## config.mk

```make
export PLATFORM = sky130hd
export DESIGN_NAME = axi4l_regbank_slave
export DESIGN_NICKNAME = d
export VERILOG_FILES = /design/src/rtl/axi4l_regbank_slave.sv
export SDC_FILE = /design/constraint.sdc
export NUM_CORES = 1
export LEC_CHECK = 0
export ABC_AREA = 1
export CAP_MARGIN = 5
export CELL_PAD_IN_SITES_DETAIL_PLACEMENT = 2
export CELL_PAD_IN_SITES_GLOBAL_PLACEMENT = 2
export CORE_UTILIZATION = 31
export DETAILED_ROUTE_END_ITERATION = 6
export GPL_ROUTABILITY_DRIVEN = 0
export GPL_TIMING_DRIVEN = 0
export HOLD_SLACK_MARGIN = 0.03
export PLACE_DENSITY = 0.86
export SLEW_MARGIN = 25
export SYNTH_ARGS = -nofsm -noshare
export SYNTH_HDL_FRONTEND = slang
export SYNTH_SLANG_ARGS = --single-unit
```

## constraint.sdc

```tcl
create_clock -name clk -period 31 [get_ports clk]
set_input_delay 3.1 -clock clk [delete_from_list [all_inputs] [get_ports clk]]
set_output_delay 3.1 -clock clk [all_outputs]
set_load 0.01 [all_outputs]
```

## src/rtl/axi4l_regbank_slave.sv

```systemverilog
// AXI4-Lite register bank: flat register outputs, one read-only status slot, optional REGBANK_WSTRB_EN byte-lane strobes.
// Write commits 1 cycle after AW and W are both held; read data is registered at the AR handshake.
module axi4l_regbank_slave #(
   parameter int                    ADDR_WIDTH = 32,
   parameter int                    DATA_WIDTH = 8,
   parameter int                    NUM_REGS   = 64,
   parameter logic [ADDR_WIDTH-1:0] BASE_ADDR  = '0,
   parameter int                    RO_INDEX   = 63
) (
   input  logic                           clk,
   input  logic                           rstn,
   input  logic [ADDR_WIDTH-1:0]          awaddr,
   input  logic                           awvalid,
   output logic                           awready,
   input  logic [DATA_WIDTH-1:0]          wdata,
   input  logic [DATA_WIDTH/8-1:0]        wstrb,
   input  logic                           wvalid,
   output logic                           wready,
   output logic [1:0]                     bresp,
   output logic                           bvalid,
   input  logic                           bready,
   input  logic [ADDR_WIDTH-1:0]          araddr,
   input  logic                           arvalid,
   output logic                           arready,
   output logic [DATA_WIDTH-1:0]          rdata,
   output logic [1:0]                     rresp,
   output logic                           rvalid,
   input  logic                           rready,
   input  logic [DATA_WIDTH-1:0]          status_in,
   output logic [NUM_REGS*DATA_WIDTH-1:0] regs_out,
   output logic                           wr_pulse,
   output logic [$clog2(NUM_REGS)-1:0]    wr_index
);
   localparam int                    IW    = $clog2(NUM_REGS);
   localparam int                    NB    = DATA_WIDTH / 8;
   localparam logic [ADDR_WIDTH-1:0] NUM_A = ADDR_WIDTH'(NUM_REGS);
   localparam logic [IW-1:0]         RO_I  = IW'(RO_INDEX);

   logic [DATA_WIDTH-1:0] regs [NUM_REGS];
   logic                  ready_en, aw_held, w_held;
   logic [ADDR_WIDTH-1:0] aw_addr_q, aw_off, ar_off;
   logic [DATA_WIDTH-1:0] w_data_q, new_word;
   logic [IW-1:0]         aw_idx, ar_idx;
   logic                  aw_err, ar_err, wr_err, wr_any, commit, do_update;
   logic                  aw_hs, w_hs, ar_hs;

   // ready_en keeps the ready lines low for the first cycle after reset release
   assign awready = ready_en && !aw_held;
   assign wready  = ready_en && !w_held;
   assign arready = ready_en && !rvalid;
   assign aw_hs   = awvalid && awready;
   assign w_hs    = wvalid && wready;
   assign ar_hs   = arvalid && arready;

   always_comb begin
      aw_off    = aw_addr_q - BASE_ADDR;
      ar_off    = araddr - BASE_ADDR;
      aw_idx    = aw_off[IW+1:2];
      ar_idx    = ar_off[IW+1:2];
      aw_err    = (aw_addr_q[1:0] != 2'b00) || (aw_addr_q < BASE_ADDR) || ((aw_off >> 2) >= NUM_A);
      ar_err    = (araddr[1:0] != 2'b00) || (araddr < BASE_ADDR) || ((ar_off >> 2) >= NUM_A);
      wr_err    = aw_err || (aw_idx == RO_I);
      commit    = aw_held && w_held && !bvalid;
      do_update = commit && !wr_err && wr_any;
   end

`ifdef REGBANK_WSTRB_EN
   logic [NB-1:0] w_strb_q;

   always_ff @(posedge clk or posedge rstn) begin
      if (rstn)      w_strb_q <= '0;
      else if (w_hs) w_strb_q <= wstrb;
   end

   always_comb begin
      new_word = regs[aw_idx];
      for (int b = 0; b < NB; b++)
         if (w_strb_q[b]) new_word[b*8 +: 8] = w_data_q[b*8 +: 8];
      wr_any = |w_strb_q;
   end
`else
   logic unused_wstrb;
   assign unused_wstrb = ^wstrb;
   assign new_word     = w_data_q;
   assign wr_any       = 1'b1;
`endif

   always_ff @(posedge clk or posedge rstn) begin
      if (rstn) begin
         ready_en  <= 1'b0;
         aw_held   <= 1'b0;
         w_held    <= 1'b0;
         aw_addr_q <= '0;
         w_data_q  <= '0;
         bvalid    <= 1'b0;
         bresp     <= 2'b00;
         rvalid    <= 1'b0;
         rresp     <= 2'b00;
         rdata     <= '0;
         wr_pulse  <= 1'b0;
         wr_index  <= '0;
         for (int i = 0; i < NUM_REGS; i++) regs[i] <= '0;
      end else begin
         ready_en <= 1'b1;
         wr_pulse <= do_update;

         if (aw_hs) begin
            aw_held   <= 1'b1;
            aw_addr_q <= awaddr;
         end else if (commit) begin
            aw_held   <= 1'b0;
         end

         if (w_hs) begin
            w_held   <= 1'b1;
            w_data_q <= wdata;
         end else if (commit) begin
            w_held   <= 1'b0;
         end

         if (commit) begin
            bvalid <= 1'b1;
            bresp  <= wr_err ? 2'b10 : 2'b00;
         end else if (bvalid && bready) begin
            bvalid <= 1'b0;
         end

         if (do_update) begin
            regs[aw_idx] <= new_word;
            wr_index     <= aw_idx;
         end

         // regs[] is sampled before this edge's write lands, so a colliding read sees the old value
         if (ar_hs) begin
            rvalid <= 1'b1;
            if (ar_err) begin
               rdata <= '0;
               rresp <= 2'b10;
            end else if (ar_idx == RO_I) begin
               rdata <= status_in;
               rresp <= 2'b00;
            end else begin
               rdata <= regs[ar_idx];
               rresp <= 2'b00;
            end
         end else if (rvalid && rready) begin
            rvalid <= 1'b0;
         end
      end
   end

   for (genvar g = 0; g < NUM_REGS; g++) begin : g_out
      assign regs_out[g*DATA_WIDTH +: DATA_WIDTH] = regs[g];
   end
endmodule

```

==> impl_metrics.xml <==
<?xml version="1.0" encoding="UTF-8"?>
<metrics>
  <group name="critical_path">
    <metric name="crit_arrival" unit="ns">7.39</metric>
    <metric name="cp_data_required_time" unit="ns">31.59</metric>
    <metric name="criticalPathCategory" unit="">in2reg</metric>
    <metric name="setup.worst_path.start_class" unit="">input port</metric>
    <metric name="endpoint_kind" unit="">register</metric>
    <metric name="worstPathMaxFanout" unit="">10</metric>
    <metric name="r2r-start" unit="">bvalid</metric>
    <metric name="worst_setup_path_startpoint" unit="">araddr[2]</metric>
  </group>
  <group name="timing">
    <metric name="fin_worst_skew" unit="ns">0.0140</metric>
    <metric name="achievable-frequency" unit="MHz">147</metric>
    <metric name="finalSetupViolations" unit="">0</metric>
    <metric name="worst_slew_margin_rel" unit="%">23.9</metric>
    <metric name="worst_slew_pin_slew" unit="ns">1.14</metric>
    <metric name="maxSlewViolCount" unit="">0</metric>
    <metric name="hold_viol" unit="">0</metric>
    <metric name="period_minus_slack" unit="ns">6.81</metric>
    <metric name="worst_hold_slack" unit="ns">0.493</metric>
    <metric name="min_period_over_period" unit="%">22.0</metric>
    <metric name="grt_setup_unrepaired" unit="">no</metric>
    <metric name="setup_total_negative_slack" unit="ns">0</metric>
    <metric name="setup_slack" unit="ns">24.19</metric>
  </group>
  <group name="synth">
    <metric name="yosys_warnings" unit="">0</metric>
    <metric name="number_of_unique_standard_cell_types_used_by_synthesis" unit="">21</metric>
    <metric name="synth.yosys.seq_area_share" unit="%">48.4</metric>
    <metric name="yosys.area.top_type_share" unit="%">48.4</metric>
    <metric name="ys_async_sr_fraction" unit="%">100</metric>
    <metric name="ys_ff_latch" unit="">574</metric>
    <metric name="synth_commonest_cells" unit="">sky130_fd_sc_hd__nand2_1 (1329), sky130_fd_sc_hd__inv_1 (1028), sky130_fd_sc_hd__dfrtp_1 (574)</metric>
    <metric name="most_repeated_cell_in_the_gate_level_netlist_after_synthesis" unit="">sky130_fd_sc_hd__nand2_1</metric>
    <metric name="dominantRegCellSynth" unit="">sky130_fd_sc_hd__dfrtp_1</metric>
    <metric name="synth_enable_flop_cells" unit="">0</metric>
    <metric name="synth_area" unit="um2">29700</metric>
    <metric name="syn_inst" unit="">4242</metric>
    <metric name="syn_area_per_cell" unit="um2">6.99</metric>
    <metric name="netlist.top_cell.by_area" unit="">sky130_fd_sc_hd__dfrtp_1</metric>
    <metric name="ys_top_cells_by_area" unit="">sky130_fd_sc_hd__dfrtp_1 (48%), sky130_fd_sc_hd__nand2_1 (17%), sky130_fd_sc_hd__inv_1 (13%)</metric>
  </group>
  <group name="global_route">
    <metric name="grt_use_total" unit="%">35.0</metric>
    <metric name="grt_max_degree" unit="">88</metric>
    <metric name="grt_antenna_before_repair" unit="">9</metric>
    <metric name="globalRouteOverflowTotal" unit="">0</metric>
    <metric name="grt_pass1_vias" unit="">35500</metric>
    <metric name="wire_length_of_the_first_global_routing_pass" unit="mm">247</metric>
  </group>
  <group name="routing">
    <metric name="dr.pass1.iters" unit="">5</metric>
    <metric name="route.detailed.drc" unit="">0</metric>
    <metric name="wl_per_cell" unit="um">27.3</metric>
    <metric name="vias_per_cell" unit="">5.18</metric>
    <metric name="drt_iter0_markers" unit="">2233</metric>
    <metric name="dr_total_vias" unit="">32500</metric>
    <metric name="routed_wirelength" unit="mm">171</metric>
    <metric name="detail-route-antenna-nets" unit="">0</metric>
  </group>
  <group name="floorplan">
    <metric name="dieArea" unit="um2">96900</metric>
    <metric name="fp-row-count" unit="">113</metric>
    <metric name="core_area" unit="um2">94900</metric>
    <metric name="fp.dieW" unit="um">311</metric>
    <metric name="top_level_ports" unit="">624</metric>
    <metric name="initial_utilization" unit="%">31.3</metric>
    <metric name="die-height" unit="um">311</metric>
  </group>
  <group name="cts">
    <metric name="ctsLongestPathBuffers" unit="">3</metric>
    <metric name="htree_levels" unit="">3</metric>
    <metric name="clock-sinks" unit="">574</metric>
    <metric name="ctsRootBufferMaster" unit="">sky130_fd_sc_hd__clkbuf_16</metric>
    <metric name="cts_made_buffers" unit="">72</metric>
    <metric name="cts_resized" unit="">0</metric>
    <metric name="clock_tree_from_tritoncts" unit="">built</metric>
    <metric name="post_cts_buffers" unit="">0</metric>
    <metric name="cts_hold_buffers" unit="">0</metric>
    <metric name="worst_skew_pair.late_latency" unit="ns">0.66</metric>
    <metric name="path_clk_slew" unit="ns">0.06</metric>
  </group>
  <group name="cells_and_area">
    <metric name="utilization" unit="%">42.2</metric>
    <metric name="layoutNonFillerInstCount" unit="">6273</metric>
    <metric name="flow.area_growth_from_synthesis" unit="%">35.1</metric>
    <metric name="share_of_post_route_cells_with_drive_strength_above_1" unit="%">3.54</metric>
    <metric name="finalNetCount" unit="">5045</metric>
    <metric name="finished_cell_area" unit="um2">40100</metric>
  </group>
  <group name="power">
    <metric name="share_comb_of_total_power" unit="%">21.3</metric>
    <metric name="clockPowerShare" unit="%">40.6</metric>
    <metric name="max-vdd-ir-drop" unit="mV">0.0469</metric>
    <metric name="p_total" unit="mW">2.09</metric>
    <metric name="internal-power" unit="mW">1.34</metric>
    <metric name="total_leakage_power" unit="nW">23.7</metric>
    <metric name="power.density_cell_area" unit="nW/um2">52.2</metric>
    <metric name="sequentialPowerShare" unit="%">38.1</metric>
    <metric name="sw_share" unit="%">35.8</metric>
    <metric name="power.net_switching" unit="mW">0.747</metric>
  </group>
  <group name="flow_run">
    <metric name="max_cap_viol_count" unit="">0</metric>
  </group>
  <group name="place">
    <metric name="post-place-ws" unit="ns">23.73</metric>
    <metric name="port-buffer-count" unit="">617</metric>
    <metric name="area_after_dpl" unit="um2">37800</metric>
    <metric name="dp.cells" unit="">6148</metric>
    <metric name="place_hpwl" unit="mm">131</metric>
  </group>
  <group name="outcome">
    <metric name="outcome" unit="">finished, final reports clean</metric>
  </group>
  <group name="worst_hold_path">
    <metric name="hold_start" unit="">rdata[7]</metric>
    <metric name="worst_hold_path_type" unit="">reg2reg</metric>
  </group>
</metrics>
==> critical path, cell delays in order <==
cell and delay, ns:
sky130_fd_sc_hd__clkbuf_1 0.43, sky130_fd_sc_hd__inv_1 0.21, sky130_fd_sc_hd__clkbuf_1 0.57, sky130_fd_sc_hd__clkbuf_1 0.70
sky130_fd_sc_hd__clkbuf_1 0.87, sky130_fd_sc_hd__nand2_1 0.10, sky130_fd_sc_hd__nand3_1 0.13, sky130_fd_sc_hd__a21oi_1 0.09
sky130_fd_sc_hd__nor2_1 0.35, sky130_fd_sc_hd__nand2_1 0.22, sky130_fd_sc_hd__nand3_1 0.21, sky130_fd_sc_hd__nand2_1 0.16
sky130_fd_sc_hd__nand2_1 0.09, sky130_fd_sc_hd__nand2_1 0.06, sky130_fd_sc_hd__nand2_1 0.07
==> power groups by stage <==
stage / registers, mW / logic [mW] / clock network (mW)
6_report: 0.797 / 0.445 / 0.848
4_1_cts: 0.797 / 0.438 / 0.857
5_1_grt: 0.799 / 0.455 / 0.878
2_1_floorplan: 0.804 / 0.173 / 0
3_3_place_gp: 0.808 / 0.411 / 0
3_5_place_dp: 0.810 / 0.435 / 0
==> cells in the final DEF, fill, tap and decap left out <==
cell type                         instances
sky130_fd_sc_hd__dfrtp_1                574
sky130_fd_sc_hd__o21ai_0                522
sky130_fd_sc_hd__nand3_1                263
sky130_fd_sc_hd__mux2_2                  34
sky130_fd_sc_hd__clkbuf_1               245
sky130_fd_sc_hd__inv_2                    1
sky130_fd_sc_hd__clkinv_2                 8
sky130_fd_sc_hd__a21oi_1                 51
sky130_fd_sc_hd__inv_1                 1027
sky130_fd_sc_hd__buf_6                    2
sky130_fd_sc_hd__inv_8                    1
sky130_fd_sc_hd__buf_1                   16
sky130_fd_sc_hd__clkbuf_8                 6
sky130_fd_sc_hd__clkdlybuf4s50_1        617
sky130_fd_sc_hd__clkinv_1                 2
sky130_fd_sc_hd__inv_16                   1
sky130_fd_sc_hd__o21a_1                   1
sky130_fd_sc_hd__nor4_1                   4
sky130_fd_sc_hd__bufinv_16                4
sky130_fd_sc_hd__nand4_1                 63
sky130_fd_sc_hd__clkbuf_16               73
sky130_fd_sc_hd__nor2_1                 110
sky130_fd_sc_hd__buf_16                   7
sky130_fd_sc_hd__or2_2                    2
sky130_fd_sc_hd__inv_6                    3
sky130_fd_sc_hd__nor4_4                   2
sky130_fd_sc_hd__nor2_2                   1
sky130_fd_sc_hd__buf_4                   16
sky130_fd_sc_hd__nor3_2                   8
sky130_fd_sc_hd__conb_1                   3
sky130_fd_sc_hd__clkbuf_2                 6
sky130_fd_sc_hd__nand2_1               1329
sky130_fd_sc_hd__clkinv_8                 2
sky130_fd_sc_hd__diode_2                  4
==> state kept, by name, indices dropped and copies added (netlist names) <==
name	flops
new_word	8
aw_held	1
rdata	8
wr_index	6
wr_pulse	1
rvalid	1
w_held	1
bvalid	1
aw_addr_q	32
regs_out	512
bresp	1
ready_en	1
rresp	1
==> cell families after synthesis <==
logic type	count (synthesis)	synth area share [%]
mux	34	1.29
buf+inv	1276	16.2
other cells	2	0.0253
compound gates	574	9.70
flops	574	48.4
simple gates	1782	24.4
==> per-layer routing <==
metal	track usage (%)	routed length [um]	vias up
met2	59.8	84000	1265
met4	15.7	8130	2
met1	42.1	67500	16800
met5	0	11	-
li1	-	-	14100
met3	7.33	11700	376
==> cell type report <==
class                      instances  area [um2]
antenna                            4        10.0
timing repair buffer             640        6500
buffer                           245         935
inverter                        1031        3880
multi-input combinational       2393       10500
sequential                       574       14400
clock buffer                     103        2000
tap                             1265        1580
fill                           11100       54800
clock inverter                    18         239
==> final timing paths <==
path | end | slack [ns] | cells after the start
max | rdata[1] | 24.19 | 15
min | rdata[7] | 0.49 | 2
max reg2reg | regs_out[199] | 27.36 | 9
min reg2reg | rdata[7] | 0.49 | 2
max in group asynchronous | regs_out[201] | 26.46 | 5
min in group asynchronous | regs_out[433] | 2.91 | 2
(Power assumes the default switching activity.)
